File: config.mk
export PLATFORM = sky130hd
export DESIGN_NAME = uart_frame_ctrl_flat
export DESIGN_NICKNAME = d
export VERILOG_FILES = /design/src/rtl/uart_frame_ctrl_if.sv /design/src/rtl/uart_frame_ctrl.sv /design/src/flat_wrapper.sv
export SDC_FILE = /design/constraint.sdc
export NUM_CORES = 1
export LEC_CHECK = 0
export CORE_MARGIN = 2
export CORE_UTILIZATION = 25
export DETAILED_ROUTE_END_ITERATION = 6
export DONT_BUFFER_PORTS = 1
export PLACE_DENSITY = 0.35
export SYNTH_ARGS = -nofsm -noshare
export SYNTH_HDL_FRONTEND = slang
export SYNTH_SLANG_ARGS = --single-unit
export TNS_END_PERCENT = 100
File: constraint.sdc
create_clock -name clk -period 3.17 [get_ports clk]
set_clock_uncertainty 0.15 [all_clocks]
set_input_delay 0.634 -clock clk [delete_from_list [all_inputs] [get_ports clk]]
set_output_delay 0.634 -clock clk [all_outputs]
set_load 0.1 [all_outputs]
File: src/rtl/uart_frame_ctrl_if.sv
// Byte stream from the UART receiver into the frame controller, plus the published command/status.
interface uart_frame_ctrl_if #(
  parameter int PAYLOAD_LEN = 4
);
  logic                     rx_valid;
  logic [7:0]               rx_byte;
  logic                     rx_parity_ok;
  logic                     cmd_valid;
  logic [8*PAYLOAD_LEN-1:0] cmd_payload;
  logic                     frame_err;
  logic [7:0]               err_count;
  logic                     busy;

  modport master (
    output rx_valid, rx_byte, rx_parity_ok,
    input  cmd_valid, cmd_payload, frame_err, err_count, busy
  );

  modport slave (
    input  rx_valid, rx_byte, rx_parity_ok,
    output cmd_valid, cmd_payload, frame_err, err_count, busy
  );
endinterface

File: src/rtl/uart_frame_ctrl.sv
// Sequences UART bytes into header/ID/payload/checksum frames; publishes checked payloads 1 clk after
// the checksum byte. No backpressure: every rx_valid byte is consumed in its own cycle.
module uart_frame_ctrl #(
  parameter logic [7:0] HEADER       = 8'hA5,
  parameter logic [7:0] BOT_ID       = 8'h03,
  parameter int         PAYLOAD_LEN  = 4,
  parameter int         TIMEOUT_CLKS = 1000
) (
  input logic             clk,
  input logic             rst,
  uart_frame_ctrl_if.slave bus
);

  localparam int                PW       = 8 * PAYLOAD_LEN;
  localparam int                TW       = $clog2(TIMEOUT_CLKS);
  localparam logic [TW-1:0]     TMO_LAST = TW'(TIMEOUT_CLKS - 1);
  localparam logic [3:0]        IDX_LAST = 4'(PAYLOAD_LEN - 1);

  typedef enum logic [1:0] {S_HUNT, S_ID, S_PAYLOAD, S_CHECK} state_t;

  state_t          state_q, state_d;
  logic [3:0]      idx_q, idx_d;
  logic [7:0]      csum_q, csum_d;
  logic [PW-1:0]   shadow_q, shadow_d;
  logic [TW-1:0]   tmo_q, tmo_d;
  logic [PW-1:0]   payload_q, payload_d;
  logic            cmd_valid_q, cmd_valid_d;
  logic            frame_err_q, frame_err_d;
  logic [7:0]      err_cnt_q, err_cnt_d;
  logic            busy_q, busy_d;

  always_comb begin
    state_d     = state_q;
    idx_d       = idx_q;
    csum_d      = csum_q;
    shadow_d    = shadow_q;
    tmo_d       = tmo_q;
    payload_d   = payload_q;
    cmd_valid_d = 1'b0;
    frame_err_d = 1'b0;

    if (bus.rx_valid) begin
      tmo_d = '0;
    end else if (state_q != S_HUNT) begin
      tmo_d = tmo_q + 1'b1;
    end

    case (state_q)
      S_HUNT: begin
        if (bus.rx_valid && bus.rx_parity_ok && bus.rx_byte == HEADER) begin
          state_d = S_ID;
        end
      end
      S_ID: begin
        if (bus.rx_valid) begin
          if (!bus.rx_parity_ok) begin
            frame_err_d = 1'b1;
            state_d     = S_HUNT;
          end else if (bus.rx_byte == BOT_ID || bus.rx_byte == 8'hFF) begin
            csum_d  = bus.rx_byte;
            idx_d   = '0;
            state_d = S_PAYLOAD;
          end else begin
            // Another robot's frame: drop quietly.
            state_d = S_HUNT;
          end
        end
      end
      S_PAYLOAD: begin
        if (bus.rx_valid) begin
          if (!bus.rx_parity_ok) begin
            frame_err_d = 1'b1;
            state_d     = S_HUNT;
          end else begin
            shadow_d[int'(idx_q)*8 +: 8] = bus.rx_byte;
            csum_d                       = csum_q ^ bus.rx_byte;
            idx_d                        = idx_q + 1'b1;
            if (idx_q == IDX_LAST) begin
              state_d = S_CHECK;
            end
          end
        end
      end
      S_CHECK: begin
        if (bus.rx_valid) begin
          state_d = S_HUNT;
          if (bus.rx_parity_ok && bus.rx_byte == csum_q) begin
            cmd_valid_d = 1'b1;
            payload_d   = shadow_q;
          end else begin
            frame_err_d = 1'b1;
          end
        end
      end
      default: state_d = S_HUNT;
    endcase

    // A byte landing on the limit cycle takes priority over the timeout.
    if (!bus.rx_valid && state_q != S_HUNT && tmo_q == TMO_LAST) begin
      frame_err_d = 1'b1;
      state_d     = S_HUNT;
      tmo_d       = '0;
    end

    err_cnt_d = err_cnt_q;
    if (frame_err_d && err_cnt_q != 8'hFF) begin
      err_cnt_d = err_cnt_q + 8'd1;
    end

    busy_d = (state_d != S_HUNT);
  end

  always_ff @(posedge clk) begin
    if (rst) begin
      state_q     <= S_HUNT;
      idx_q       <= '0;
      csum_q      <= '0;
      shadow_q    <= '0;
      tmo_q       <= '0;
      payload_q   <= '0;
      cmd_valid_q <= 1'b0;
      frame_err_q <= 1'b0;
      err_cnt_q   <= '0;
      busy_q      <= 1'b0;
    end else begin
      state_q     <= state_d;
      idx_q       <= idx_d;
      csum_q      <= csum_d;
      shadow_q    <= shadow_d;
      tmo_q       <= tmo_d;
      payload_q   <= payload_d;
      cmd_valid_q <= cmd_valid_d;
      frame_err_q <= frame_err_d;
      err_cnt_q   <= err_cnt_d;
      busy_q      <= busy_d;
    end
  end

  assign bus.cmd_valid   = cmd_valid_q;
  assign bus.cmd_payload = payload_q;
  assign bus.frame_err   = frame_err_q;
  assign bus.err_count   = err_cnt_q;
  assign bus.busy        = busy_q;

endmodule

File: src/flat_wrapper.sv
// flat-port wrapper written by rule: the top's interface ports become plain ports
module uart_frame_ctrl_flat 
#(
  parameter logic [7:0] HEADER       = 8'hA5,
  parameter logic [7:0] BOT_ID       = 8'h03,
  parameter int         PAYLOAD_LEN  = 4,
  parameter int         TIMEOUT_CLKS = 1000
)
  (clk, rst, bus_rx_valid, bus_rx_byte, bus_rx_parity_ok, bus_cmd_valid, bus_cmd_payload, bus_frame_err, bus_err_count, bus_busy);
  uart_frame_ctrl_if #(.PAYLOAD_LEN(PAYLOAD_LEN)) bus_i ();
  input logic clk;
  input logic rst;
  input wire logic [$bits(bus_i.rx_valid)-1:0] bus_rx_valid;
  input wire logic [$bits(bus_i.rx_byte)-1:0] bus_rx_byte;
  input wire logic [$bits(bus_i.rx_parity_ok)-1:0] bus_rx_parity_ok;
  output wire logic [$bits(bus_i.cmd_valid)-1:0] bus_cmd_valid;
  output wire logic [$bits(bus_i.cmd_payload)-1:0] bus_cmd_payload;
  output wire logic [$bits(bus_i.frame_err)-1:0] bus_frame_err;
  output wire logic [$bits(bus_i.err_count)-1:0] bus_err_count;
  output wire logic [$bits(bus_i.busy)-1:0] bus_busy;
  assign bus_i.rx_valid = bus_rx_valid;
  assign bus_i.rx_byte = bus_rx_byte;
  assign bus_i.rx_parity_ok = bus_rx_parity_ok;
  assign bus_cmd_valid = bus_i.cmd_valid;
  assign bus_cmd_payload = bus_i.cmd_payload;
  assign bus_frame_err = bus_i.frame_err;
  assign bus_err_count = bus_i.err_count;
  assign bus_busy = bus_i.busy;
  uart_frame_ctrl #(.HEADER(HEADER), .BOT_ID(BOT_ID), .PAYLOAD_LEN(PAYLOAD_LEN), .TIMEOUT_CLKS(TIMEOUT_CLKS)) u_core (.clk(clk), .rst(rst), .bus(bus_i));
endmodule
Word-level counts from Yosys, hierarchy flattened
Cells that the tools add are included.
Storage, ports and cells
  flip-flop bits (word level): 99
  input port bits: 12
  word-level logic and storage cells: 82
Operators by class
  reductions and logical operators: 18
  multiplexer cells: 30
  shifts and indexed selects: 2
  bitwise logic cells: 3
  $add $sub $neg: 4
  eq/ne operators: 15
Operator list (count)
  2-to-1 mux 8 bit: 5
  negator 7 -> 33 bit: 1
  variable shift 8 x 33 -> 32 bit, first input constant: 1
  variable part select 8 x 33 -> 32 bit: 1
  bitwise mux 32 bit: 1
  2-to-1 mux 4 bit: 5
  2-to-1 mux 2 bit: 9
  equality test 8 bit, second input constant: 2
  case mux 8 bit (2 select lines): 1
  adder 10 x 1 -> 10 bit, second input constant: 1
  equality test 10 bit, second input constant: 1
  adder 8 x 1 -> 8 bit, second input constant: 1
  equality test 8 x 2 -> 1 bit, second input constant: 1
  equality test 8 bit: 1
  != test 2 bit, second input constant: 4
  != test 8 bit, second input constant: 1
  case mux 2 bit (4 select lines): 1
  case mux 4 bit (2 select lines): 1
  XOR 8 bit: 1
  logical AND 1 bit: 6
  2-to-1 mux 1 bit: 6
  AND reduction 3 bit: 2
  AND reduction 6 bit: 1
  nonzero test 2 bit: 3
  12 further kinds: 15

Logic depth before layout (Yosys ltp)
Gate-level depths: netlist of run 1.
  depth after elaboration: 8
  depth in mapped cells: 10
  depth with buffers taken out: 8

Worst setup path after synthesis of run 1
Ideal clock, no wire load.
  kind: register to register
  start point: register u_core.idx_q[0]
  end point: register u_core.shadow_q[0]
  path slack: 610 ps
  clock period less this slack: 2560 ps
  arrival time: 2282 ps
  setup time: 128 ps
  stages on the path, launching flop included: 10
  path buffers: 2
  path through: dfxtp_1 > clkbuf_1 > or3_1 > ha_1 > clkbuf_1 > a21oi_1 > nor3_1 > nand3_1 > mux2i_1 > nor2_1
On the way
  cells in the longest elaborated chain, start to end: 3
  elaborated cells between the ends (all ways): 4
Ends and longest elaborated chain
  start: declaration: RTL line uart_frame_ctrl.sv:22  | logic [3:0] idx_q, idx_d;
  start signal: assignment: RTL line uart_frame_ctrl.sv:127  | idx_q <= idx_d;
  negator 7 -> 33 bit *: RTL line uart_frame_ctrl.sv:75  | shadow_d[int'(idx_q)*8 +: 8] = bus.rx_byte;
  variable part select 8 x 33 -> 32 bit or variable shift 8 x 33 -> 32 bit (tied branches): RTL line uart_frame_ctrl.sv:75
  bitwise mux 32 bit *: RTL line uart_frame_ctrl.sv:75
  end signal: assignment: RTL line uart_frame_ctrl.sv:129  | shadow_q <= shadow_d;
  end: declaration: RTL line uart_frame_ctrl.sv:24  | logic [PW-1:0] shadow_q, shadow_d;
Mark *: on every way between the ends. The rest lies on a longest branch, timed or not.
A chain may end at the register's enable or synchronous reset.

Worst setup path after layout of run 1
  start point: register u_core.idx_q[2]
  end point: register u_core.shadow_q[2]
The elaborated chain is that of the path after synthesis.

==> key figures, run 1 <==
STA
  – Slew HR: 31.57%
  – Setup violations, final: 0
  – Setup TNS: 0 ns
  – Fin. Hold Viols: 0
  – Final Max Slew Viols: 0
  – Min cycle time layout: 2.861 ns
  – Fin crit share: 90.24%
  – Fin Hold WS: 0.2011 ns
  – Slew @ Worst Pin: 1.025 ns
  – FMAX: 0.3496 GHz
  – RSZ-0062 raised after global routing: no

Clock tree
  – Clock root buffer: clkbuf_16
  – Worst-path clk slew: 0.07 ns
  – CTS tree: done
  – Clk sink count: 99
  – Post-CTS Setup Bufs: 0
  – Clock latency on the worst-skew pair: 0.35 ns
  – # resized after CTS: 0
  – Max Buffers Root-to-Sink: 2
  – Num CTS Buffers: 9
  – CTS HTree Levels: 3
  – CTS Hold Bufs: 0

GRT
  – Vias in the first global route: 2,946
  – Initial antenna violation count: 0
  – Pin count of the biggest net entering global routing: 93
  – Global-route wire length before repair: 16,660 µm
  – GRT Overall Usage: 12.19%
  – Grt ovf: 0

Finish
  – Layout cells sized above 1: 10.24%
  – Fill cells: 1,718
  – Antenna diodes: 0
  – Layout area overhead: 11.86%
  – Nets: 461
  – Non-Filler Instances: 669
  – Fin area: 0.004707 mm²

Setup path
  – Type of destination of the critical path: flip-flop
  – CP cell instances: or3_1 > ha_1 > and4b_1 > a21oi_1 > nor3_1 > nand3_1 > mux2i_1 > nor2_1
  – Reg-to-reg slack, setup: 0.31 ns
  – CP Launch Type: flip-flop
  – CP Class: flip-flop to flip-flop
  – CP peak stage delay: 0.47 ns
  – WP data required: 3.26 ns
  – Max FO, Critical Path: 12
  – Worst r2r dst: u_core.shadow_q[2]$_SDFFE_PP0P_
  – Path depth of the worst reg2reg path: 8
  – Worst setup path startpoint: u_core.idx_q[2]$_SDFFE_PP0P_
  – Critical path's slowest cell: nand3_1
  – Crit Reg-Reg Startpoint: u_core.idx_q[2]$_SDFFE_PP0P_
  – Critical Path Sink: u_core.shadow_q[2]$_SDFFE_PP0P_
  – Crit path DAT: 2.95 ns

Yosys
  – Synth top area share: 47.10%
  – Count leader, synth: dfxtp_1
  – Most common flop cell mapped by yosys: dfxtp_1
  – Most instantiated cells after synthesis: dfxtp_1, nor2_1, mux2i_1
  – Sequential area share after synthesis: 47.10%
  – EDFF count, synth: 0
  – Cell variety after synth: 49
  – Main area contributors after synthesis: dfxtp_1, mux2i_1, nor2_1, nand3_1, nand2_1
  – Cell Area, Synth: 0.004208 mm²
  – Synth area leader: dfxtp_1
  – Synthesis-stage register bit count: 99
  – Syn_nets: 461
  – Cells after Synth: 444
  – Avg Cell Area, Syn: 9.477 µm²
  – Post-synth ARST share: 0%
  – Ys Warns: 0

Detailed routing
  – DRT Pass-1 Iters: 4
  – Vias per cell: 4.462
  – Post-DRT Antenna Nets: 0
  – Residual DRC: 0
  – WL/cell: 15.45 µm
  – Initial DRC Count: 158
  – Total routed wirelength: 10,330 µm
  – Via count: 2,985

Outcome
  – Status: finished, final reports clean

Worst hold path
  – Hold/Removal Path Class: input port to flip-flop

Floorplan
  – Area of the die: 0.01789 mm²
  – # IOs: 55
  – CORE AREA: 0.01652 mm²
  – Die W: 133.7 µm
  – Die height: 133.7 µm
  – Initial core utilization: 25.46%
  – # rows: 47

Place
  – Placed insts: 653
  – Placed Area: 0.004444 mm²
  – Placer Congestion: 0.7971
  – Post-DP HPWL: 6872 µm
  – Buffers on Ports: 0

Pwr
  – Pwr Density: 481.6 mW/mm²
  – Peak VDD IR: 0.2662 mV
  – Leak: 1.741 nW

Flow run
  – Max-cap violations: 0
## layout make-up
class,instances,area [µm²],area share (%)
clock buffers,11,232.7,4.944
inverters,4,15.01,0.3190
flip-flops and latches,99,1982,42.11
clock inverters,5,30.03,0.6380
well taps,220,275.3,5.848
repair buffers,12,90.09,1.914
multi-input cells,318,2082,44.23
## critical path: cells and delay by family (launching register included)
kind                       cells  cell delay, ns
DFF                            1            0.36
muxes                          1            0.31
and+or+nand+nor                5            1.49
AOI/OAI and AO/OA              1            0.04
adders and majority gates      1            0.40
## state kept, by name, summed over array words and instances (netlist names)
register	count
u_core.bus.cmd_payload	32
u_core.shadow_q	32
u_core.tmo_q	10
u_core.bus.err_count	8
u_core.csum_q	8
u_core.idx_q	4
u_core.state_q	2
u_core.bus.busy	1
u_core.bus.cmd_valid	1
u_core.bus.frame_err	1
## metrics by stage
| step | worst slack (ns) | power (mW) | util [%] |
|---|---|---|---|
| floorplan | 0.6101 | 1.310 | - |
| global placement | 0.4927 | 1.289 | 26.89 |
| detailed placement | 0.3360 | 1.290 | 26.89 |
| CTS | 0.3294 | 2.318 | 28.48 |
| global route | 0.1040 | 2.372 | 28.48 |
| finish | 0.3094 | 2.267 | 28.48 |
## worst min path at each step
stage | cells after the start | slack (ns) | end | start
2_1_floorplan | 2 | 0.28 | u_core.shadow_q[16]$_SDFFE_PP0P_ | u_core.shadow_q[16]$_SDFFE_PP0P_
3_3_place_gp | 2 | 0.29 | u_core.shadow_q[21]$_SDFFE_PP0P_ | u_core.shadow_q[21]$_SDFFE_PP0P_
3_5_place_dp | 2 | 0.29 | u_core.shadow_q[21]$_SDFFE_PP0P_ | u_core.shadow_q[21]$_SDFFE_PP0P_
4_1_cts | 1 | 0.19 | u_core.bus.err_count[0]$_SDFFE_PP0P_ | rst
5_1_grt | 1 | 0.18 | u_core.bus.err_count[4]$_SDFFE_PP0P_ | rst
6_report | 1 | 0.20 | u_core.bus.err_count[4]$_SDFFE_PP0P_ | rst
## metal layers
layer  global-route usage (%)  vias up  wire length, µm  part of all wire, %
met5                        0        -                0                    0
met4                    4.492        0              180                  1.7
met3                    4.871       12              632                  6.1
met2                    17.29       48             4247                   41
met1                    16.57     1402             5274                   51
li1                         -     1523                -                    -
## where the power goes
part	total, mW	leakage [nW]	switching [mW]	internal [mW]
clock network	1.01	0.125	0.477	0.529
logic	0.0174	0.819	0.00863	0.00879
registers	1.24	0.797	0.000118	1.24
total	2.27	1.74	0.486	1.78
## logic make-up (layout without fill, tap and decap cells)
| group | after synthesis | count (layout) | share of synthesized area, % |
|---|---|---|---|
| and+or+nand+nor | 188 | 188 | 22.03 |
| DFF | 99 | 99 | 47.10 |
| muxes | 60 | 60 | 14.33 |
| AOI/OAI and AO/OA | 41 | 41 | 6.453 |
| buffers and inverters | 27 | 32 | 3.419 |
| xor gates and xnor gates | 24 | 24 | 5.174 |
| adders and majority gates | 5 | 5 | 1.487 |
## placed cells by master, fill, tap and decap left out, drive strengths merged, types with 3 or more instances in the layout
cell    Yosys  final
mux2i      58     58
xor2       11     11
o21ai       6      6
and3       15     15
o21a        4      4
nor2       86     86
clkbuf     15     11
nand3      23     23
buf         8     12
nand4       8      8
xnor2      13     13
a21oi      19     19
clkinv      0      3
dfxtp      99     99
ha          5      5
o211ai      4      4
nor3        7      7
inv         4      4
nor2b       5      5
nand2      30     30
or3         3      3
Power figures use the tool's default switching activity.
==> run 2, diff against run 1 <==
--- a/config.mk
+++ b/config.mk
@@ -5,6 +5,7 @@
 export SDC_FILE = /design/constraint.sdc
 export NUM_CORES = 1
 export LEC_CHECK = 0
+export CORE_ASPECT_RATIO = 1.5
 export CORE_MARGIN = 2
 export CORE_UTILIZATION = 25
 export DETAILED_ROUTE_END_ITERATION = 6
==> key figures, run 2 (synthesis results as in run 1) <==
Detailed routing
  – Via count: 3,029
  – Initial DRC Count: 131
  – Residual DRC: 0
  – Total routed wirelength: 10,470 µm
  – Vias per cell: 4.596
  – DRT Pass-1 Iters: 4
  – Post-DRT Antenna Nets: 0
  – WL/cell: 15.88 µm

Place
  – Placed Area: 0.004432 mm²
  – Buffers on Ports: 0
  – Post-DP HPWL: 7274 µm
  – Placed insts: 643
  – Pre-CTS WS: 0.4729 ns
  – Placer Congestion: 0.7476

Clock tree
  – CTS tree: done
  – Num CTS Buffers: 9
  – CTS Hold Bufs: 0
  – Worst-path clk slew: 0.07 ns
  – Clock latency on the worst-skew pair: 0.34 ns
  – Post-CTS Setup Bufs: 0
  – Max Buffers Root-to-Sink: 2
  – Clk sink count: 99
  – Clock root buffer: clkbuf_16
  – # resized after CTS: 0
  – CTS HTree Levels: 3

Floorplan
  – # IOs: 55
  – CORE AREA: 0.01662 mm²
  – Initial core utilization: 25.32%
  – # rows: 58
  – Die height: 162.9 µm
  – Area of the die: 0.01791 mm²
  – Die W: 109.9 µm

Finish
  – Non-Filler Instances: 659
  – Fin area: 0.004747 mm²
  – Fill cells: 1,777
  – Util after Layout: 28.57%
  – Most frequent cells in the layout: dfxtp_1, nor2_1, mux2i_1, nand2_1, nand3_1
  – Most common cell after layout, fill and taps aside: dfxtp_1
  – Layout area overhead: 12.82%
  – Layout cells sized above 1: 10.69%
  – Nets: 461
  – Antenna diodes: 0

GRT
  – Vias in the first global route: 2,997
  – GRT Overall Usage: 12.30%
  – Global-route wire length before repair: 16,810 µm
  – Initial antenna violation count: 0
  – Pin count of the biggest net entering global routing: 93
  – Grt ovf: 0

Flow run
  – Max-cap violations: 0

Outcome
  – Status: finished, final reports clean

Setup path
  – Type of destination of the critical path: flip-flop
  – CP peak stage delay: 0.44 ns
  – Crit-path most repeated cell: a21oi_1
  – Critical path's slowest cell: dfxtp_1
  – CP Launch Type: flip-flop
  – CP cell instances: or3_1 > ha_1 > and4b_1 > a21oi_1 > nor3_1 > and3_1 > nand3_1 > a21oi_1
  – Crit path DAT: 2.83 ns
  – WP data required: 3.29 ns
  – Max FO, Critical Path: 16
  – Buf+Inv Stages, Crit Path: 0
  – CP Class: flip-flop to flip-flop
  – CP delay by family, top: simple AND/OR/NAND/NOR gates

STA
  – Setup violations, final: 0
  – FMAX: 0.3690 GHz
  – Min cycle time layout: 2.710 ns
  – Worst Slack Setup Final: 0.4603 ns
  – Fin. Hold Viols: 0
  – Final Max Slew Viols: 0
  – Setup TNS: 0 ns
  – Slew @ Worst Pin: 1.026 ns
  – Slew HR: 31.51%
  – Fin crit share: 85.48%
  – RSZ-0062 raised after global routing: no

Pwr
  – Leak: 1.772 nW
  – Peak VDD IR: 0.2088 mV
  – Pwr Density: 510.7 mW/mm²

Worst hold path
  – Hold/Removal Path Class: input port to flip-flop
run 2: cell count changes in the layout (fill, tap and decap cells not counted), moves of 2 or more:
cell / change
inv_6: +3
clkbuf_1: -2
clkinv_2: -3
clkinvlp_4: -2
run 2: metal layers:
layer | routed length, µm | vias up | GRT usage (%)
li1 | - | 1535 | -
met1 | 4452 | 1434 | 14.95
met2 | 5376 | 50 | 20.89
met3 | 466 | 10 | 2.921
met4 | 171 | 0 | 4.315
met5 | 0 | - | 0
run 2: path summary, 6_finish.rpt:
check / from / end / slack [ns] / cells after the start
setup / recovery: u_core.idx_q[0]$_SDFFE_PP0P_ / u_core.shadow_q[23]$_SDFFE_PP0P_ / 0.46 / 8
hold / removal: rst / u_core.bus.err_count[4]$_SDFFE_PP0P_ / 0.22 / 1
setup reg to reg: u_core.idx_q[0]$_SDFFE_PP0P_ / u_core.shadow_q[23]$_SDFFE_PP0P_ / 0.46 / 8
hold reg to reg: u_core.shadow_q[22]$_SDFFE_PP0P_ / u_core.shadow_q[22]$_SDFFE_PP0P_ / 0.31 / 2
run 2: final cells by class:
type | instances | area, µm² | area share [%]
clock buffer | 10 | 239.0 | 5.034
clock inverter | 6 | 76.32 | 1.608
inverter | 4 | 15.01 | 0.3163
multi-input combinational | 318 | 2082 | 43.86
sequential | 99 | 1982 | 41.75
tap | 210 | 262.8 | 5.535
timing repair buffer | 12 | 90.09 | 1.898
run 2: worst register-to-register path, stage by stage, from the launching register on:
cell     delay [ns]
dfxtp_1        0.44
or3_1          0.40
ha_1           0.40
and4b_1        0.29
a21oi_1        0.04
nor3_1         0.27
and3_1         0.37
nand3_1        0.12
a21oi_1        0.15
run 2: where the power goes:
group / switching (mW) / internal (mW) / leakage [nW]
combinational: 0.00897 / 0.00876 / 0.819
sequential: 0.000116 / 1.24 / 0.797
clock: 0.514 / 0.650 / 0.156
run 2: metrics by stage:
stage	power [mW]	hold slack [ns]
after global routing	2.518	0.2010
after detailed placement	1.290	0.2977
after floorplan	1.310	0.2816
final	2.424	0.2172
after global placement	1.290	0.2949
after CTS	2.477	0.2015
==> run 3, diff against run 2 <==
--- a/config.mk
+++ b/config.mk
@@ -5,6 +5,7 @@
 export SDC_FILE = /design/constraint.sdc
 export NUM_CORES = 1
 export LEC_CHECK = 0
+export ABC_AREA = 0
 export CORE_ASPECT_RATIO = 1.5
 export CORE_MARGIN = 2
 export CORE_UTILIZATION = 25
==> results of run 3 <==
Same layout as run 2: the final DEF is identical, and so are final timing and power.
